===== config.mk =====
export PLATFORM = sky130hd
export DESIGN_NAME = relu_stream_sequencer
export DESIGN_NICKNAME = d
export VERILOG_FILES = /design/src/rtl/relu_stream_sequencer.sv
export SDC_FILE = /design/constraint.sdc
export NUM_CORES = 1
export LEC_CHECK = 0
export CAP_MARGIN = 30
export CORE_AREA = 2 2 236 238
export CTS_CLUSTER_DIAMETER = 120
export DETAILED_ROUTE_END_ITERATION = 10
export DIE_AREA = 0 0 238 240
export GPL_TIMING_DRIVEN = 0
export PLACE_DENSITY = 0.76
export SYNTH_ARGS = -nofsm -noshare
export SYNTH_HDL_FRONTEND = slang
export SYNTH_SLANG_ARGS = --single-unit

===== constraint.sdc =====
create_clock -name clk -period 26.9 [get_ports clk]
set_clock_uncertainty 0.2 [all_clocks]
set_input_delay 2.69 -clock clk [delete_from_list [all_inputs] [get_ports clk]]
set_output_delay 2.69 -clock clk [all_outputs]
set_load 0.1 [all_outputs]

===== src/rtl/relu_stream_sequencer.sv =====
// ReLU / bypass stage that captures a full dense-layer output vector and streams it
// downstream LANES elements per beat over a valid/ready handshake.
module relu_stream_sequencer #(
    parameter int DATA_WIDTH = 24,
    parameter int NUM_NODES  = 20,
    parameter int LANES      = 4,
    localparam int NUM_BEATS = (NUM_NODES + LANES - 1) / LANES,
    localparam int BEAT_W    = (NUM_BEATS > 1) ? $clog2(NUM_BEATS) : 1,
    localparam int CNT_W     = $clog2(NUM_NODES + 1)
) (
    input  logic                  clk,
    input  logic                  rst,
    input  logic                  zin_valid,
    output logic                  zin_ready,
    input  logic [DATA_WIDTH-1:0] zin [NUM_NODES],
    input  logic                  relu_en,
    output logic                  out_valid,
    input  logic                  out_ready,
    output logic [DATA_WIDTH-1:0] out_data [LANES],
    output logic [LANES-1:0]      out_mask,
    output logic [BEAT_W-1:0]     out_beat,
    output logic                  out_last,
    output logic                  done,
    output logic [CNT_W-1:0]      zero_count,
    output logic                  busy
);

    typedef enum logic [0:0] {S_IDLE = 1'b0, S_STREAM = 1'b1} state_t;

    localparam logic [BEAT_W-1:0] LAST_BEAT = BEAT_W'(NUM_BEATS - 1);

    state_t                  r_state;
    state_t                  w_state_nx;
    logic [DATA_WIDTH-1:0]   r_bank [NUM_BEATS][LANES];
    logic [DATA_WIDTH-1:0]   w_bank [NUM_BEATS][LANES];
    logic [LANES-1:0]        r_neg [NUM_BEATS];
    logic [LANES-1:0]        w_neg [NUM_BEATS];
    logic [LANES-1:0]        w_mask_tab [NUM_BEATS];
    logic [BEAT_W-1:0]       r_beat;
    logic [BEAT_W-1:0]       w_beat_nx;
    logic [CNT_W-1:0]        r_acc;
    logic [CNT_W-1:0]        w_beat_cnt;
    logic                    r_out_valid;
    logic [DATA_WIDTH-1:0]   r_out_data [LANES];
    logic [LANES-1:0]        r_out_mask;
    logic                    r_out_last;
    logic                    r_done;
    logic [CNT_W-1:0]        r_zero_count;
    logic                    w_accept;
    logic                    w_fire;
    logic                    w_is_last;

    function automatic logic [CNT_W-1:0] popcount(input logic [LANES-1:0] v);
        logic [CNT_W-1:0] c;
        c = '0;
        for (int i = 0; i < LANES; i++) begin
            c = c + CNT_W'(v[i]);
        end
        return c;
    endfunction

    // ReLU is applied at capture; the bank is laid out beat-major with zeroed padding lanes.
    for (genvar b = 0; b < NUM_BEATS; b++) begin : g_beat
        for (genvar i = 0; i < LANES; i++) begin : g_lane
            localparam int K = b * LANES + i;
            if (K < NUM_NODES) begin : g_real
                assign w_neg[b][i]      = relu_en & zin[K][DATA_WIDTH-1];
                assign w_bank[b][i]     = w_neg[b][i] ? '0 : zin[K];
                assign w_mask_tab[b][i] = 1'b1;
            end else begin : g_pad
                assign w_neg[b][i]      = 1'b0;
                assign w_bank[b][i]     = '0;
                assign w_mask_tab[b][i] = 1'b0;
            end
        end
    end

    assign zin_ready  = (r_state == S_IDLE);
    assign busy       = (r_state == S_STREAM);
    assign w_accept   = zin_valid & (r_state == S_IDLE);
    assign w_fire     = r_out_valid & out_ready & (r_state == S_STREAM);
    assign w_is_last  = (r_beat == LAST_BEAT);
    assign w_beat_nx  = w_is_last ? '0 : r_beat + 1'b1;
    assign w_beat_cnt = popcount(r_neg[r_beat]);

    assign out_valid  = r_out_valid;
    assign out_data   = r_out_data;
    assign out_mask   = r_out_mask;
    assign out_beat   = r_beat;
    assign out_last   = r_out_last;
    assign done       = r_done;
    assign zero_count = r_zero_count;

    // Next-state logic
    always_comb begin
        w_state_nx = r_state;
        case (r_state)
            S_IDLE: begin
                if (zin_valid) w_state_nx = S_STREAM;
                else           w_state_nx = S_IDLE;
            end
            S_STREAM: begin
                if (w_fire && w_is_last) w_state_nx = S_IDLE;
                else                     w_state_nx = S_STREAM;
            end
            default: w_state_nx = S_IDLE;
        endcase
    end

    // State register
    always_ff @(posedge clk or posedge rst) begin
        if (rst) r_state <= S_IDLE;
        else     r_state <= w_state_nx;
    end

    // Capture bank, beat sequencing, registered outputs and clamp accounting
    always_ff @(posedge clk or posedge rst) begin
        if (rst) begin
            for (int b = 0; b < NUM_BEATS; b++) begin
                r_neg[b] <= '0;
                for (int i = 0; i < LANES; i++) r_bank[b][i] <= '0;
            end
            for (int i = 0; i < LANES; i++) r_out_data[i] <= '0;
            r_beat       <= '0;
            r_acc        <= '0;
            r_out_valid  <= 1'b0;
            r_out_mask   <= '0;
            r_out_last   <= 1'b0;
            r_done       <= 1'b0;
            r_zero_count <= '0;
        end else begin
            r_done <= 1'b0;
            if (w_accept) begin
                r_bank      <= w_bank;
                r_neg       <= w_neg;
                r_beat      <= '0;
                r_acc       <= '0;
                r_out_valid <= 1'b1;
                r_out_data  <= w_bank[0];
                r_out_mask  <= w_mask_tab[0];
                r_out_last  <= (NUM_BEATS == 1);
            end else if (w_fire) begin
                r_acc <= r_acc + w_beat_cnt;
                if (w_is_last) begin
                    for (int i = 0; i < LANES; i++) r_out_data[i] <= '0;
                    r_beat       <= '0;
                    r_out_valid  <= 1'b0;
                    r_out_mask   <= '0;
                    r_out_last   <= 1'b0;
                    r_done       <= 1'b1;
                    r_zero_count <= r_acc + w_beat_cnt;
                end else begin
                    r_beat     <= w_beat_nx;
                    r_out_data <= r_bank[w_beat_nx];
                    r_out_mask <= w_mask_tab[w_beat_nx];
                    r_out_last <= (w_beat_nx == LAST_BEAT);
                end
            end else begin
                r_acc <= r_acc;
            end
        end
    end

endmodule


==> impl_metrics.toml, run 1 <==
[floorplan]
start_util_pct = 46.6
dieArea_sq_um = 57100
chipHeight_um = 240
die_w_um = 238
io_pins = 598
core_sq_um = 54700
rows = 86

[clocking]
clock_latency_ps = 600
clockBufferDepth = 3
h-tree-depth = 3
cts_sinks = 614
postCtsHoldBufs = 0
root_buffer = "clkbuf_16"
clk_pin_slew_ps = 60
cts_buffers = 68
cts_tree = "done"
postCtsSetupBuffers = 0
cts.repair.resized = 0

[synthesis]
yosysWarnings = 0
syn_area_sq_um = 25500
async_reset_ff_share_pct = 100
synth-edff-count = 0
ys_seq_area_share_pct = 60.3
ys_types = 43
synth_area_per_cell_sq_um = 14.3
ys.flop_type = "dfrtp_1"
ys_ff_latch = 614
netlist_instances = 1782
synth_nets = 2273

[routing]
routed_wl_um = 93600
viasPerCell = 6.43
top_layer_used = "met5"
drtAntennaViolNets = 0
dr.pass1.iters = 7
met2_wirelength_um = 45100
wire_per_inst_um = 28.7
wl_met3_um = 7420
m1WireLength_um = 36100
drt-initial-drc-count = 1874
drc = 0
vias = 20975

[critical_path]
start_kind = "flip-flop"
crit_slowest_cell = "clkdlybuf4s50_1"
arrival_ps = 2360
path_delay_family = "buffers and inverters"
crit_fanout = 5
end_kind = "primary output"
slowest_delay_ps = 1120
worstPathCellList = "buf_4, clkdlybuf4s50_1"
crit_type = "flip-flop to primary output"
required_ps = 24010
path_buf_inv = 2

[cells_and_area]
num-nets-final = 2977
syn_to_final_growth_pct = 40.3
multi_input_area_sq_um = 9260
fill_cells = 3960
final_cell_mix = "dfrtp_1, clkdlybuf4s50_1, a22o_1"
drive_gt1_share_pct = 12.9
layout_commonest_cell = "dfrtp_1"
regArea_sq_um = 15400

[pwr]
p_sw_uw = 1830
clkPwrFrac_pct = 21.1
p_int_uw = 2880
power_density_nw_per_um2 = 132
swShare_pct = 38.9
p_comb_share_pct = 45.8
p_seq_share_pct = 33.1
leakage_uw = 0.0156
fin_total_pwr_uw = 4720
worst_ir_drop_vdd_mv = 0.0799

[sta]
fin_crit_sh_pct = 19.5
drv_slew = 0
max_slew.worst_pin.slew_ps = 1060
slew_headroom_pct = 28.9
period_needed_ps = 5250
setup_viol = 0
finalHoldViolCount = 0
rsz0062_at_grt = "false"
max_freq_ghz = 0.190
finalSetupTns_ps = 0

[grt]
gr-total-overflow = 0
grt_pass1_vias = 22062
grt_start_max_net_pins = 138
grt_pass1_wl_um = 139000
track_usage_pct = 32.6
antenna_found_initial = 31

[placed_design]
place.gp.congestion = 0.909
io_buffers = 596
dp_hpwl_um = 67900

[worst_hold_path]
min_path_type = "flip-flop to flip-flop"

[run_status]
status = "complete, no violations"

[flow_run]
cap_violations = 0
[per-stage QoR]
step	hold WS [ps]	std cells	area, sq um	util, %	setup WS (ps)
after floorplan	231	1782	25500	-	6820
after global placement	244	3082	32300	59.1	1000
after detailed placement	253	3120	33300	60.9	21230
after CTS	265	3238	35700	65.3	21630
after global routing	289	3259	35700	65.4	21580
final	263	3264	35700	65.4	21650
[cell families (layout without fill, tap and decap cells)]
| group | count (synthesis) | count (layout) | share of synthesized area (%) |
|---|---|---|---|
| flops | 614 | 614 | 60.3 |
| buf+inv | 185 | 937 | 3.34 |
| other cells | 0 | 26 | 0 |
| mux | 106 | 106 | 8.79 |
| simple gates | 162 | 162 | 2.99 |
| xor+xnor | 3 | 3 | 0.103 |
| fa+ha+maj | 6 | 6 | 0.383 |
| compound gates | 706 | 706 | 24.1 |
[power by group through the flow]
stage	Sequential [uW]	Combinational, uW	Clock, uW
2_1_floorplan	1900	1080	0
3_3_place_gp	1540	1990	0
3_5_place_dp	1550	2150	0
4_1_cts	1550	2160	1000
5_1_grt	1590	2280	1040
6_report	1560	2160	996
[state kept, by name, summed over array words and instances, names as in the netlist, 3 cells and up]
signal	count
r_bank	480
out_data	96
r_neg	20
r_acc	5
zero_count	5
out_beat	3
[synth_stat cells, types with 7 or more instances]
| master | number | area [sq um] |
|---|---|---|
| dfrtp_1 | 614 | 15400 |
| nand3b_1 | 17 | 128 |
| buf_1 | 9 | 33.8 |
| buf_6 | 7 | 78.8 |
| a22o_1 | 553 | 4840 |
| a221o_1 | 92 | 921 |
| mux2i_1 | 10 | 100 |
| inv_1 | 10 | 37.5 |
| o21ai_0 | 21 | 105 |
| nand2_1 | 72 | 270 |
| mux4_2 | 94 | 2120 |
| nand3_1 | 9 | 45.0 |
| clkbuf_1 | 83 | 312 |
| nor2b_1 | 8 | 50.1 |
| buf_2 | 73 | 365 |
| a21oi_1 | 19 | 95.1 |
| nor2_1 | 39 | 146 |
[tightest hold or removal path: cells and delay by family, from the launching register on]
family / cells / cell delay, ps
flops: 1 / 340
simple gates: 2 / 100
[area by class of cell]
class / instances / area share, %
Sequential cell: 614 / 43.0
Multi-Input combinational cell: 983 / 25.9
Timing Repair Buffer: 634 / 19.4
Clock buffer: 94 / 5.52
Tap cell: 704 / 2.46
Buffer: 175 / 2.27
Clock inverter: 24 / 1.12
Antenna cell: 26 / 0.182
Inverter: 10 / 0.126
[metal layers]
metal	track usage (%)	vias up
met2	52.6	1224
met5	0	-
met1	42.0	10907
met3	6.25	302
li1	-	8526
met4	17.4	16
[path summary, 6_finish.rpt]
path | from | to | slack (ps) | cells after the start
worst max register to register | out_beat[0]$_DFFE_PP0P_ | zero_count[4]$_DFFE_PP0P_ | 22920 | 11
max in group asynchronous | rst | r_bank[144]$_DFFE_PP0P_ | 22330 | 5
worst min-delay path | r_bank[71]$_DFFE_PP0P_ | r_bank[71]$_DFFE_PP0P_ | 260 | 2
worst max-delay path | out_mask[2]$_DFFE_PP0P_ | out_mask[1] | 21650 | 2
worst min register to register | r_bank[71]$_DFFE_PP0P_ | r_bank[71]$_DFFE_PP0P_ | 260 | 2
min in group asynchronous | rst | r_bank[10]$_DFFE_PP0P_ | 2360 | 2
No activity file was read; power rests on OpenSTA's default activity.
==> inputs of run 2 (changes only) <==
--- a/config.mk
+++ b/config.mk
@@ -6,10 +6,10 @@
 export NUM_CORES = 1
 export LEC_CHECK = 0
 export CAP_MARGIN = 30
-export CORE_AREA = 2 2 236 238
+export CORE_MARGIN = 2
+export CORE_UTILIZATION = 45
 export CTS_CLUSTER_DIAMETER = 120
 export DETAILED_ROUTE_END_ITERATION = 10
-export DIE_AREA = 0 0 238 240
 export GPL_TIMING_DRIVEN = 0
 export PLACE_DENSITY = 0.76
 export SYNTH_ARGS = -nofsm -noshare
==> constraint.sdc (replaced) <==
create_clock -name clk -period 4.6 [get_ports clk]
set_clock_uncertainty 0.2 [all_clocks]
set_input_delay 0.46 -clock clk [delete_from_list [all_inputs] [get_ports clk]]
set_output_delay 0.46 -clock clk [all_outputs]
set_load 0.1 [all_outputs]
==> run 2 against run 1 <==
  * Critical path depth rose by 9
  * Highest routed layer unchanged
  * Worst setup slack got worse by 21000 ps
  * Combinational power rose to 5.8 times the previous value
  * Clock power rose to 5.4 times the previous value
  * Power rose to 5.7 times the previous value
  * Critical path type is now flip-flop to flip-flop
==> impl_metrics.toml, run 2 (synthesized netlist as in run 1, its figures left out) <==
[critical_path]
start_kind = "flip-flop"
end_kind = "flip-flop"
required_ps = 4860
arrival_ps = 4260
crit_type = "flip-flop to flip-flop"
reg2reg_depth = 11
crit_fanout = 10

[clocking]
cts.repair.resized = 0
cts_buffers = 67
cts_sinks = 614
postCtsHoldBufs = 0
h-tree-depth = 3
cts_tree = "done"
clock_latency_ps = 610
clockBufferDepth = 3
root_buffer = "clkbuf_16"
clk_pin_slew_ps = 60
postCtsSetupBuffers = 0

[floorplan]
dieArea_sq_um = 58500
io_pins = 598
chipHeight_um = 242
die_w_um = 242
core_sq_um = 56200
start_util_pct = 45.3
rows = 87

[cells_and_area]
final_cell_mix = "dfrtp_1, clkdlybuf4s50_1, a22o_1"
fill_cells = 4218
drive_gt1_share_pct = 13.0
multi_input_area_sq_um = 9260
top_register = "r_bank"
layout_commonest_cell = "dfrtp_1"
syn_to_final_growth_pct = 40.1
regArea_sq_um = 15400
final_cells = 3323
num-nets-final = 2985
largest_register_ffs = 480

[routing]
routed_wl_um = 93800
drtAntennaViolNets = 0
dr.pass1.iters = 5
top_layer_used = "met5"
viasPerCell = 6.28
met2_wirelength_um = 45500
wire_per_inst_um = 28.2
vias = 20869
drt-initial-drc-count = 1615
m1WireLength_um = 36200
drc = 0
wl_met3_um = 7590

[pwr]
clkPwrFrac_pct = 19.8
p_int_uw = 16400
fin_total_pwr_uw = 27100
p_sw_uw = 10700
worst_ir_drop_vdd_mv = 0.502
leakage_uw = 0.0156
p_comb_share_pct = 46.5
p_seq_share_pct = 33.7
swShare_pct = 39.4
power_density_nw_per_um2 = 758

[sta]
rsz0062_at_grt = "false"
fin_crit_sh_pct = 86.9
drv_slew = 0
finalHoldViolCount = 0
slew_headroom_pct = 29.3
setup_viol = 0
max_freq_ghz = 0.250
finalSetupTns_ps = 0
whs_ps = 51.1
period_needed_ps = 4000
max_slew.worst_pin.slew_ps = 1060

[placed_design]
place.gp.congestion = 0.914
dp_cells = 3180
dp_hpwl_um = 69100
io_buffers = 596

[grt]
grt_start_max_net_pins = 44
gr-total-overflow = 0
antenna_found_initial = 34
grt_pass1_wl_um = 140000
track_usage_pct = 31.7
grt_pass1_vias = 21802

[run_status]
status = "complete, no violations"

[worst_hold_path]
min_path_type = "input pin to async pin"

[flow_run]
cap_violations = 0
==> run 2: cell types whose count changed in the layout (fill, tap and decap cells not counted), moves of 5 or more <==
cell	previous run	this run
clkinv_2	5	10
buf_16	32	24
clkbuf_1	95	100
buf_12	0	17
bufinv_16	10	3
==> run 2: per-layer routing <==
| layer | vias to the layer above | track usage [%] |
|---|---|---|
| li1 | 8539 | - |
| met1 | 10837 | 41.2 |
| met2 | 1203 | 51.4 |
| met3 | 268 | 6.92 |
| met4 | 22 | 14.1 |
| met5 | - | 0 |
==> run 2: path summary, 6_finish.rpt <==
| check | to | startpoint | slack (ps) |
|---|---|---|---|
| hold / removal | out_data[12]$_DFFE_PP0P_ | rst | 50 |
| max in group asynchronous | r_bank[255]$_DFFE_PP0P_ | rst | 2310 |
| setup reg to reg | r_acc[4]$_DFFE_PP0P_ | out_beat[0]$_DFFE_PP0P_ | 600 |
| hold reg to reg | r_bank[215]$_DFFE_PP0P_ | r_bank[215]$_DFFE_PP0P_ | 270 |
| min in group clk | r_bank[335]$_DFFE_PP0P_ | zin[335] | 250 |
| setup / recovery | r_acc[4]$_DFFE_PP0P_ | out_beat[0]$_DFFE_PP0P_ | 600 |
==> run 2: area by class of cell <==
type / count / share of cell area, %
Tap cell: 756 / 2.65
Clock inverter: 20 / 0.550
Timing Repair Buffer: 643 / 19.8
Clock buffer: 97 / 5.50
Multi-Input combinational cell: 983 / 25.9
Buffer: 175 / 2.27
Sequential cell: 614 / 43.0
Inverter: 10 / 0.116
Antenna cell: 25 / 0.175
==> run 2: worst max-delay path, stage by stage, from the launching register on <==
cell      delay [ps]
dfrtp_1          450
clkbuf_1         570
mux4_2           580
inv_1             60
o32ai_1          100
fa_1             520
inv_1             50
fa_1             400
fa_1             490
nor2_1           160
xnor2_1          170
o21ai_0          120
==> run 2: through the flow <==
stage | cell area (sq um) | util, % | worst slack [ps]
final | 35700 | 63.6 | 602
after detailed placement | 33400 | 59.5 | 633
after global routing | 35700 | 63.5 | 418
after global placement | 32400 | 57.7 | -7680
after floorplan | 25500 | - | -4440
after CTS | 35600 | 63.4 | 611
==> run 2: power by group through the flow <==
| stage | clock, uW | combinational (uW) | sequential (uW) |
|---|---|---|---|
| CTS | 5400 | 12600 | 9040 |
| finish | 5350 | 12600 | 9120 |
| detailed placement | 0 | 12500 | 9070 |
| global placement | 0 | 11700 | 9020 |
| global route | 5630 | 13300 | 9300 |
| floorplan | 0 | 6330 | 11100 |
